<file path="config.mk">
export PLATFORM = sky130hd
export DESIGN_NAME = hwt_nibble_rx
export DESIGN_NICKNAME = d
export VERILOG_FILES = /design/src/rtl/hwt_nibble_rx.sv
export SDC_FILE = /design/constraint.sdc
export NUM_CORES = 1
export LEC_CHECK = 0
export CORE_MARGIN = 4
export CORE_UTILIZATION = 54
export CTS_CLUSTER_DIAMETER = 60
export CTS_CLUSTER_SIZE = 16
export DETAILED_ROUTE_END_ITERATION = 10
export PLACE_DENSITY_LB_ADDON = 0.15
export SYNTH_ARGS = -nofsm -noshare
export SYNTH_HDL_FRONTEND = slang
export SYNTH_SLANG_ARGS = --single-unit
</file>
<file path="constraint.sdc">
create_clock -name clk -period 2 [get_ports clk]
set_input_delay 0.3 -clock clk [delete_from_list [all_inputs] [get_ports clk]]
set_output_delay 0.3 -clock clk [all_outputs]
set_load 0.02 [all_outputs]
</file>
<file path="src/rtl/hwt_nibble_rx.sv">
// Serial-to-parallel receiver feeding the hwt decision block: frames four data bits
// (A first), optionally checks even parity, and presents a registered nibble over valid/ready.
module hwt_nibble_rx #(
  parameter bit PARITY_EN = 1'b1,
  parameter int CNT_W     = 8
) (
  input  logic             clk,
  input  logic             rst_n,
  input  logic             frame_start,
  input  logic             sin,
  input  logic             sin_valid,
  input  logic             out_ready,
  input  logic             clr_flags,
  output logic             a,
  output logic             b,
  output logic             c,
  output logic             d,
  output logic             out_valid,
  output logic             perr,
  output logic             ovr,
  output logic [CNT_W-1:0] nib_cnt
);

  typedef enum logic [1:0] {IDLE, DATA, PAR} state_t;

  state_t     state_q, state_d;
  logic [1:0] idx_q, idx_d;
  logic [3:0] shift_q, shift_d;    // shift_q[0] holds bit A
  logic [3:0] nib_q;               // same layout as shift_q
  logic       commit;
  logic       perr_set;
  logic       ovr_set;
  logic       xfer;
  logic [3:0] commit_nib;

  // NOTE: every signal gets a default before any branch so no path leaves it unassigned (no latch).
  always_comb begin
    state_d    = state_q;
    idx_d      = idx_q;
    shift_d    = shift_q;
    commit     = 1'b0;
    perr_set   = 1'b0;
    commit_nib = shift_q;
    if (frame_start) begin
      // A strobe coincident with frame_start is already data bit A of the new frame.
      state_d = DATA;
      idx_d   = 2'd0;
      if (sin_valid) begin
        shift_d[0] = sin;
        idx_d      = 2'd1;
      end
    end else if (sin_valid) begin
      case (state_q)
        DATA: begin
          shift_d[idx_q] = sin;
          idx_d          = idx_q + 2'd1;
          if (idx_q == 2'd3) begin
            if (PARITY_EN) begin
              state_d = PAR;
            end else begin
              state_d    = IDLE;
              commit     = 1'b1;
              commit_nib = shift_d;
            end
          end
        end
        PAR: begin
          state_d = IDLE;
          if (^{shift_q, sin}) perr_set = 1'b1;
          else                 commit   = 1'b1;
        end
        default: ;
      endcase
    end
  end

  assign xfer    = out_valid & out_ready;
  assign ovr_set = commit & out_valid & ~out_ready;

  // NOTE: sequential state uses non-blocking assignments so every register samples pre-edge values.
  always_ff @(posedge clk or negedge rst_n) begin
    if (!rst_n) begin
      state_q <= IDLE;
      idx_q   <= 2'd0;
      shift_q <= 4'd0;
    end else begin
      state_q <= state_d;
      idx_q   <= idx_d;
      shift_q <= shift_d;
    end
  end

  always_ff @(posedge clk or negedge rst_n) begin
    if (!rst_n) begin
      nib_q     <= 4'd0;
      out_valid <= 1'b0;
      perr      <= 1'b0;
      ovr       <= 1'b0;
      nib_cnt   <= '0;
    end else begin
      // A held nibble is never overwritten; a commit only lands when the slot is free or draining.
      if (commit && (!out_valid || out_ready)) begin
        nib_q     <= commit_nib;
        out_valid <= 1'b1;
      end else if (xfer) begin
        out_valid <= 1'b0;
      end
      if (xfer) nib_cnt <= nib_cnt + 1'b1;
      perr <= perr_set | (perr & ~clr_flags);
      ovr  <= ovr_set  | (ovr  & ~clr_flags);
    end
  end

  assign a = nib_q[0];
  assign b = nib_q[1];
  assign c = nib_q[2];
  assign d = nib_q[3];

endmodule

</file>
### Yosys cells after proc, flatten, opt, wreduce, memory -nomap -nowiden

Cells that the tools add are included.
Widths: inputs -> output; s select.

* output and inout port bits: 15
* input bits: 7
* register bits: 23

* order comparisons: 2
* equal/unequal tests: 4
* add/sub/neg operators: 2
* reduce and logical (&&, ||, !) cells: 13
* mux-type cells: 25
* bitwise logic cells: 10

Operators with widths (number)
* $mux 1: 16
* $mux 2: 6
* $add 8x1->8 const B: 1
* $reduce_and 3->1: 2
* $reduce_bool 2->1: 3
* $and 1x1->1: 5
* $reduce_xor 5->1: 1
* $bwmux 4: 1
* $eq 2x2->1 const B: 2
* $pmux 2 s2: 1
* $reduce_and 2->1: 2
* $lt 2x3->1 const B: 1
* $ne 3x3->1 const B: 1
* $not 1->1: 3
* $reduce_bool 3->1: 1
* $add 2x1->2 const B: 1
* $demux 1 s2: 1
* $eq 2x1->1 const B: 1
* $ge 2x1->1 const B: 1
* $logic_and 1x1->1: 2
* $or 1x1->1: 2
* $logic_not 1->1: 1
* $logic_or 1x1->1: 1

### Depth between registers and ports, before layout

Gate-level depths: netlist of run 1.

* word-level depth: 8
* depth in mapped cells: 5
* depth with buffers taken out: 5

### Worst setup path before layout of run 1

OpenSTA, ideal clock, no wires.

* kind: register -> register
* from: register idx_q[0]
* to: register shift_q[0]
* library setup time: 0.125 ns
* cell stages (with the launch flop): 6
* path slack: 0.623 ns
* data arrival time: 1.252 ns
* required time: 1.875 ns
* clock period less this slack: 1.377 ns
* cells stage by stage: dfrtp_1 -> inv_1 -> ha_1 -> and3b_1 -> o21ai_0 -> mux2_2

* longest elaborated chain between the ends: 8

Ends and longest elaborated chain
* start: declaration: RTL line 27 `logic [1:0] idx_q, idx_d;`
* start signal: assignment: RTL line 88 `idx_q <= idx_d;`
* $lt 2x3->1 (not written as such) or $ge 2x1->1 (tied branches): RTL line 55 `shift_d[idx_q] = sin;`
* $logic_and 1x1->1 (not written as such): RTL line 55
* $mux 1 (not written as such): RTL line 55
* $demux 1 s2 (*): RTL line 55
* $bwmux 4 (*): RTL line 55
* $mux 1 (*): RTL line 53 `case (state_q)`
* $mux 1 (*): RTL line 52 `end else if (sin_valid) begin`
* $mux 1 (*): RTL line 44 `if (frame_start) begin`
* end signal: assignment: RTL line 89 `shift_q <= shift_d;`
* end: declaration: RTL line 28 `logic [3:0] shift_q, shift_d;`

Every way passes the cells marked *; elsewhere a longest branch is shown, timed or not. The select of a mux whose other input is x is not followed.
A chain may end at the register's enable or synchronous reset.

### Worst setup path in the final report of run 1

* from: register nib_cnt[3]
* to: output port nib_cnt[3]

RTL lines
* start: declaration: RTL line 21 `output logic [CNT_W-1:0] nib_cnt`
* start signal: assignment: RTL line 108 `if (xfer) nib_cnt <= nib_cnt + 1'b1;`

No word-level cell between the ends.

==> results.md, run 1 <==
* Status: finished, final reports clean
* Cell area power density at 745 mW/mm^2
* Routability cong. at 0.716
* CTS Sinks at 23
* Number of setup buffers added after CTS at 0
* DR iter-0 viols at 7
* VDD IR max at 0.000494 V
* Vias in the first global route at 773
* Area of the multi-input gates at 561 sq um
* Gr usage total at 0.157
* Gr ovfl total at 0
* WS Path Type: reg -> out
* Mapped Cells at 105
* # setup viols final at 0
* Hold buffer count at CTS at 0
* Seq/Total Area, Yosys at 0.491
* Worst path top cell family by delay: buffers and inverters
* Minimum clock period at 1.67 ns
* CTS buffer count at 3
* Ant. Diodes at 0
* Tcrit/Tclk final at 0.836
* Worst hold slack at 0.333 ns
* Critical-path cell with the highest stage delay: clkdlybuf4s50_1
* EDFF count, synth at 0
* Layout cells sized above 1 at 0.122
* Ys flop type: dfrtp_1
* DIE WIDTH at 54.6 um
* Residual DRC at 0
* FMAX at 0.598 GHz
* CP Data Arrival Time at 1.37 ns
* Clock share of power at 0.195
* Clk root buf: clkbuf_4
* Worst Skew at 0.00404 ns
* Setup TNS at 0 ns
* Leak pwr at 0.649 nW
* First-pass GRT wire length at 3.41 mm
* Nets@finish at 144
* Starting density of the core at 0.586
* DRT Pass-1 Iters at 4
* Clk pin slew, worst setup/hold paths at 0.13 ns
* Synth-to-layout area growth at 23.3%
* Final hold vios at 0
* Max_slew headroom at 0.810
* Clock Latency Late Sink at 0.30 ns
* Total power at 0.00108 W
* Die Span Y at 54.6 um
* CTS tree: built
* Pint at 0.000739 W
* Logic pwr share at 0.286
* Final setup margin at 0.328 ns
* Crit path max fanout at 5
* Syn Std Cell Area at 0.00117 sq mm
* Bufs on Longest Clock Path at 2
* Post-synthesis register bit count at 23
* Sw Pwr at 0.000338 W
* Post-detail-place hpwl at 1.50 mm
* DP Worst Slack at 0.299 ns
* Sequential Power Share at 0.518
* RSZ-0062 raised after global routing: no
* Initial antenna violation count at 0
* Drt total wl at 1.97 mm
* Synth warn at 0
* MaxCap Viol Count at 0
* Startpoint Class: flop
* Largest net degree at the start of global routing at 24
* Rows at 16
* Switching share of power at 0.314
* Via count at 823
* CP peak stage delay at 0.63 ns
* Required @ worst endpoint at 1.70 ns
* Unique masters post-synth at 28
* Worst hold path class: in -> async
* IO Pins at 22
* Async S/R FF share, synth at 1.00
* Core footprint at 0.00200 sq mm
* Final Max Tran Viols at 0
* Syn_area_per_cell at 11.2 sq um
* Die area at 0.00298 sq mm
* Cell Chain, Critical Path: clkdlybuf4s50_1
* Fillers at 162
* Clock H-tree levels at 1
* IO Port Bufs at 21
* Buf+Inv Stages, Crit Path at 1
* Vias per inst at 5.21
* Wire length per cell at 12.4 um
* Post-cts sizing count at 0
* Crit path capture type: output pin
* Tightest Pin Transition at 0.285 ns
* Antenna viol nets, final at 0
* Post-Syn Nets at 117
* Area taken by flip-flops and latches at 576 sq um
[through the flow]
| stage | cells | utilization | area, sq um |
|---|---|---|---|
| CTS | 158 | 0.722 | 1450 |
| global route | 158 | 0.722 | 1450 |
| detailed placement | 154 | 0.708 | 1420 |
| finish | 158 | 0.722 | 1450 |
| global placement | 154 | 0.708 | 1420 |
| floorplan | 105 | - | 1170 |
[logic make-up after synthesis]
group / Yosys count / share of synthesized area
and+or+nand+nor: 32 / 0.147
AOI/OAI and AO/OA: 16 / 0.0758
muxes: 6 / 0.0566
xor gates and xnor gates: 16 / 0.145
DFF: 23 / 0.491
adders and majority gates: 5 / 0.0534
buffers and inverters: 7 / 0.0309
[flip-flops by register name, summed over array words and instances (netlist names)]
signal and cells:
nib_cnt 8, state_q 2, nib_q 4, shift_q 4, perr 1, idx_q 2
ovr 1, out_valid 1
[routing by layer]
metal	global-route usage	vias to the layer above	routed length, um
li1	-	412	-
met1	0.205	394	920
met2	0.264	15	938
met3	0.0245	2	93
met4	0.0498	0	12
met5	0	-	0
[path summary, 6_finish.rpt]
check,from,endpoint,slack (ns),depth (start not counted)
max in group asynchronous,rst_n,state_q[0]$_DFFE_PN0P_,1.44,2
setup / recovery,nib_cnt[3]$_DFFE_PN0P_,nib_cnt[3],0.33,1
min in group clk,nib_cnt[7]$_DFFE_PN0P_,nib_cnt[7]$_DFFE_PN0P_,0.48,1
setup reg to reg,idx_q[0]$_DFFE_PN0P_,shift_q[0]$_DFFE_PN0P_,0.45,5
hold / removal,rst_n,nib_q[3]$_DFFE_PN0P_,0.33,2
hold reg to reg,nib_cnt[7]$_DFFE_PN0P_,nib_cnt[7]$_DFFE_PN0P_,0.48,1
[final cells by class]
cell class / count / share of cell area
repair buffers: 23 / 0.156
multi-input cells: 75 / 0.388
inverters: 6 / 0.0156
well taps: 27 / 0.0234
clock inverters: 1 / 0.00346
clock buffers: 3 / 0.0156
flip-flops and latches: 23 / 0.398
[synthesized netlist by cell type (all sizes together) (3+ instances only)]
| library cell | number | area, sq um |
|---|---|---|
| nand2 | 10 | 37.5 |
| a21oi | 7 | 35.0 |
| nand3 | 7 | 35.0 |
| inv | 6 | 22.5 |
| dfrtp | 23 | 576 |
| xnor2 | 10 | 95.1 |
| xor2 | 5 | 51.3 |
| o21ai | 7 | 35.0 |
| ha | 5 | 62.6 |
| and3 | 3 | 18.8 |
| mux2 | 5 | 56.3 |
[cell usage in the layout, fill, tap and decap left out, drive strengths merged, types with 2 or more instances in the layout]
cell type	count
dfrtp	23
clkdlybuf4s50	21
nand2	10
xnor2	10
nand3	7
a21oi	7
o21ai	7
inv	6
mux2	5
ha	5
xor2	5
and3	3
clkbuf	3
nand2b	2
nand3b	2
nor2	2
buf	2
o22ai	2
[power by group through the flow]
stage / logic [W] / registers, W / clock network [W]
5_1_grt: 0.000337 / 0.000567 / 0.000227
4_1_cts: 0.000311 / 0.000558 / 0.000215
3_5_place_dp: 0.000309 / 0.000568 / 0
2_1_floorplan: 0.000249 / 0.000556 / 0
3_3_place_gp: 0.000298 / 0.000563 / 0
6_report: 0.000308 / 0.000558 / 0.000210
No activity file was read; power rests on OpenSTA's default activity.
==> run 2, diff against run 1 <==
Settings changed: CORE_UTILIZATION 54 to 50.
Clock period 2 ns to 1.6 ns, I/O delays scaled along.
==> results.md, run 2 (same netlist as run 1, synthesis figures left out) <==
* Status: finished, final reports clean
* Ant. Diodes at 0
* Startpoint Class: flop
* RSZ-0062 raised after global routing: no
* Worst hold path class: in -> async
* CTS Sinks at 23
* CTS tree: built
* Starting density of the core at 0.530
* DR iter-0 viols at 10
* Vias per inst at 5.12
* Number of setup buffers added after CTS at 0
* Commonest non-fill, non-tap cell in the layout: dfrtp_1
* Final Max Tran Viols at 0
* WP depth at 1
* MaxCap Viol Count at 0
* Layout cells sized above 1 at 0.153
* Placed instance area at 0.00146 sq mm
* Largest net degree at the start of global routing at 24
* WS Path Type: reg -> out
* Gr usage total at 0.152
* Wire length per cell at 12.4 um
* Critical-path cell with the highest stage delay: clkdlybuf4s50_1
* # setup viols final at 0
* Routability cong. at 0.781
* Hold buffer count at CTS at 0
* Bufs on Longest Clock Path at 2
* Crit path capture type: output pin
* Clock Latency Late Sink at 0.31 ns
* Synth-to-layout area growth at 28.8%
* CTS buffer count at 3
* Minimum clock period at 1.54 ns
* Worst hold slack at 0.269 ns
* IO Port Bufs at 21
* VDD IR max at 0.000731 V
* Cell area power density at 891 mW/mm^2
* Core footprint at 0.00221 sq mm
* R2r worst-path depth at 5
* CP Data Arrival Time at 1.30 ns
* Total power at 0.00135 W
* Final instance area at 0.00151 sq mm
* Final hold vios at 0
* Die Span Y at 56.4 um
* Antenna viol nets, final at 0
* Crit path from: nib_q[0]$_DFFE_PN0P_
* Clock H-tree levels at 1
* Vias in the first global route at 890
* Initial antenna violation count at 0
* Tightest Pin Transition at 0.289 ns
* Required @ worst endpoint at 1.36 ns
* Largest Register: nib_cnt
* IO Pins at 22
* First-pass GRT wire length at 3.82 mm
* DRT Pass-1 Iters at 4
* Die area at 0.00318 sq mm
* Crit path max fanout at 3
* Rows at 17
* CP peak stage delay at 0.61 ns
* Clk root buf: clkbuf_4
* FF-to-FF Start: idx_q[1]$_DFFE_PN0P_
* Leak pwr at 0.835 nW
* Post-detail-place hpwl at 1.61 mm
* Max_slew headroom at 0.807
* FMAX at 0.649 GHz
* Via count at 844
* Cell Chain, Critical Path: clkdlybuf4s50_1
* Buf+Inv Stages, Crit Path at 1
* Drt total wl at 2.04 mm
* R2r setup slk at 0.16 ns
* DIE WIDTH at 56.4 um
* Largest register FFs at 8
* Gr ovfl total at 0
* Residual DRC at 0
* Tcrit/Tclk final at 0.963
* Largest registers: nib_cnt (8), nib_q (4), shift_q (4)
* Clk pin slew, worst setup/hold paths at 0.12 ns
* Most frequent cells in the layout: 23 x dfrtp_1, 10 x nand2_1, 10 x clkdlybuf4s50_1
* Worst path top cell family by delay: buffers and inverters
* Nets@finish at 150
* Setup TNS at 0 ns
* Worst Skew at 0.00653 ns
-- run 2: cell count changes in the layout (fill, tap and decap cells not counted), sizes merged --
cell           before  now
clkdlybuf4s50      21   10
dlymetal6s2s        0    9
buf                 2    8
dlygate4sd2         0    2
clkbuf              3    4
clkinv              1    0
-- run 2: worst paths after layout --
check                                              end
worst max-delay path                                 a
worst min-delay path              nib_q[1]$_DFFE_PN0P_
worst max register to register  shift_q[0]$_DFFE_PN0P_
worst min register to register  nib_cnt[7]$_DFFE_PN0P_
max in group asynchronous       shift_q[2]$_DFFE_PN0P_
min in group clk                nib_cnt[7]$_DFFE_PN0P_
-- run 2: area by class of cell --
type                    count  area (sq um)
fillers                   186           702
flip-flops and latches     23           576
multi-input cells          75           561
repair buffers             29           290
well taps                  28          35.0
clock buffers               4          26.3
inverters                   6          22.5
-- run 2: power by group --
part           switching, W  total [W]  internal (W)  leakage (nW)
clock              0.000162   0.000259     0.0000973        0.0150
combinational      0.000175   0.000391      0.000216         0.519
sequential        0.0000720   0.000696      0.000624         0.302
-- run 2: per-stage QoR --
stage	instances	setup slack [ns]	util
6_report	165	0.0587	0.683
5_1_grt	165	0.00612	0.683
4_1_cts	165	0.00413	0.673
3_5_place_dp	161	-0.0660	0.662
3_3_place_gp	161	-0.0143	0.662
2_1_floorplan	105	0.223	-
-- run 2: timing repair --
action / CTS / global route
resized for setup: 2 / 9
endpoints found under the setup margin: 2 / 9
hold endpoints to repair: 0 / 0
cloned: 0 / 0
-- run 2: per-layer routing --
layer	up-vias	track usage	routed length [um]
li1	421	-	-
met1	403	0.194	909
met2	16	0.256	1040
met3	4	0.0299	69
met4	0	0.0508	24
met5	-	0	0
-- run 2: worst register-to-register path: cells and delay by family, from the launching register on --
kind,cells,cell delay (ns)
adders and majority gates,1,0.19
AOI/OAI and AO/OA,1,0.16
muxes,1,0.35
buffers and inverters,1,0.08
DFF,1,0.41
and+or+nand+nor,1,0.16
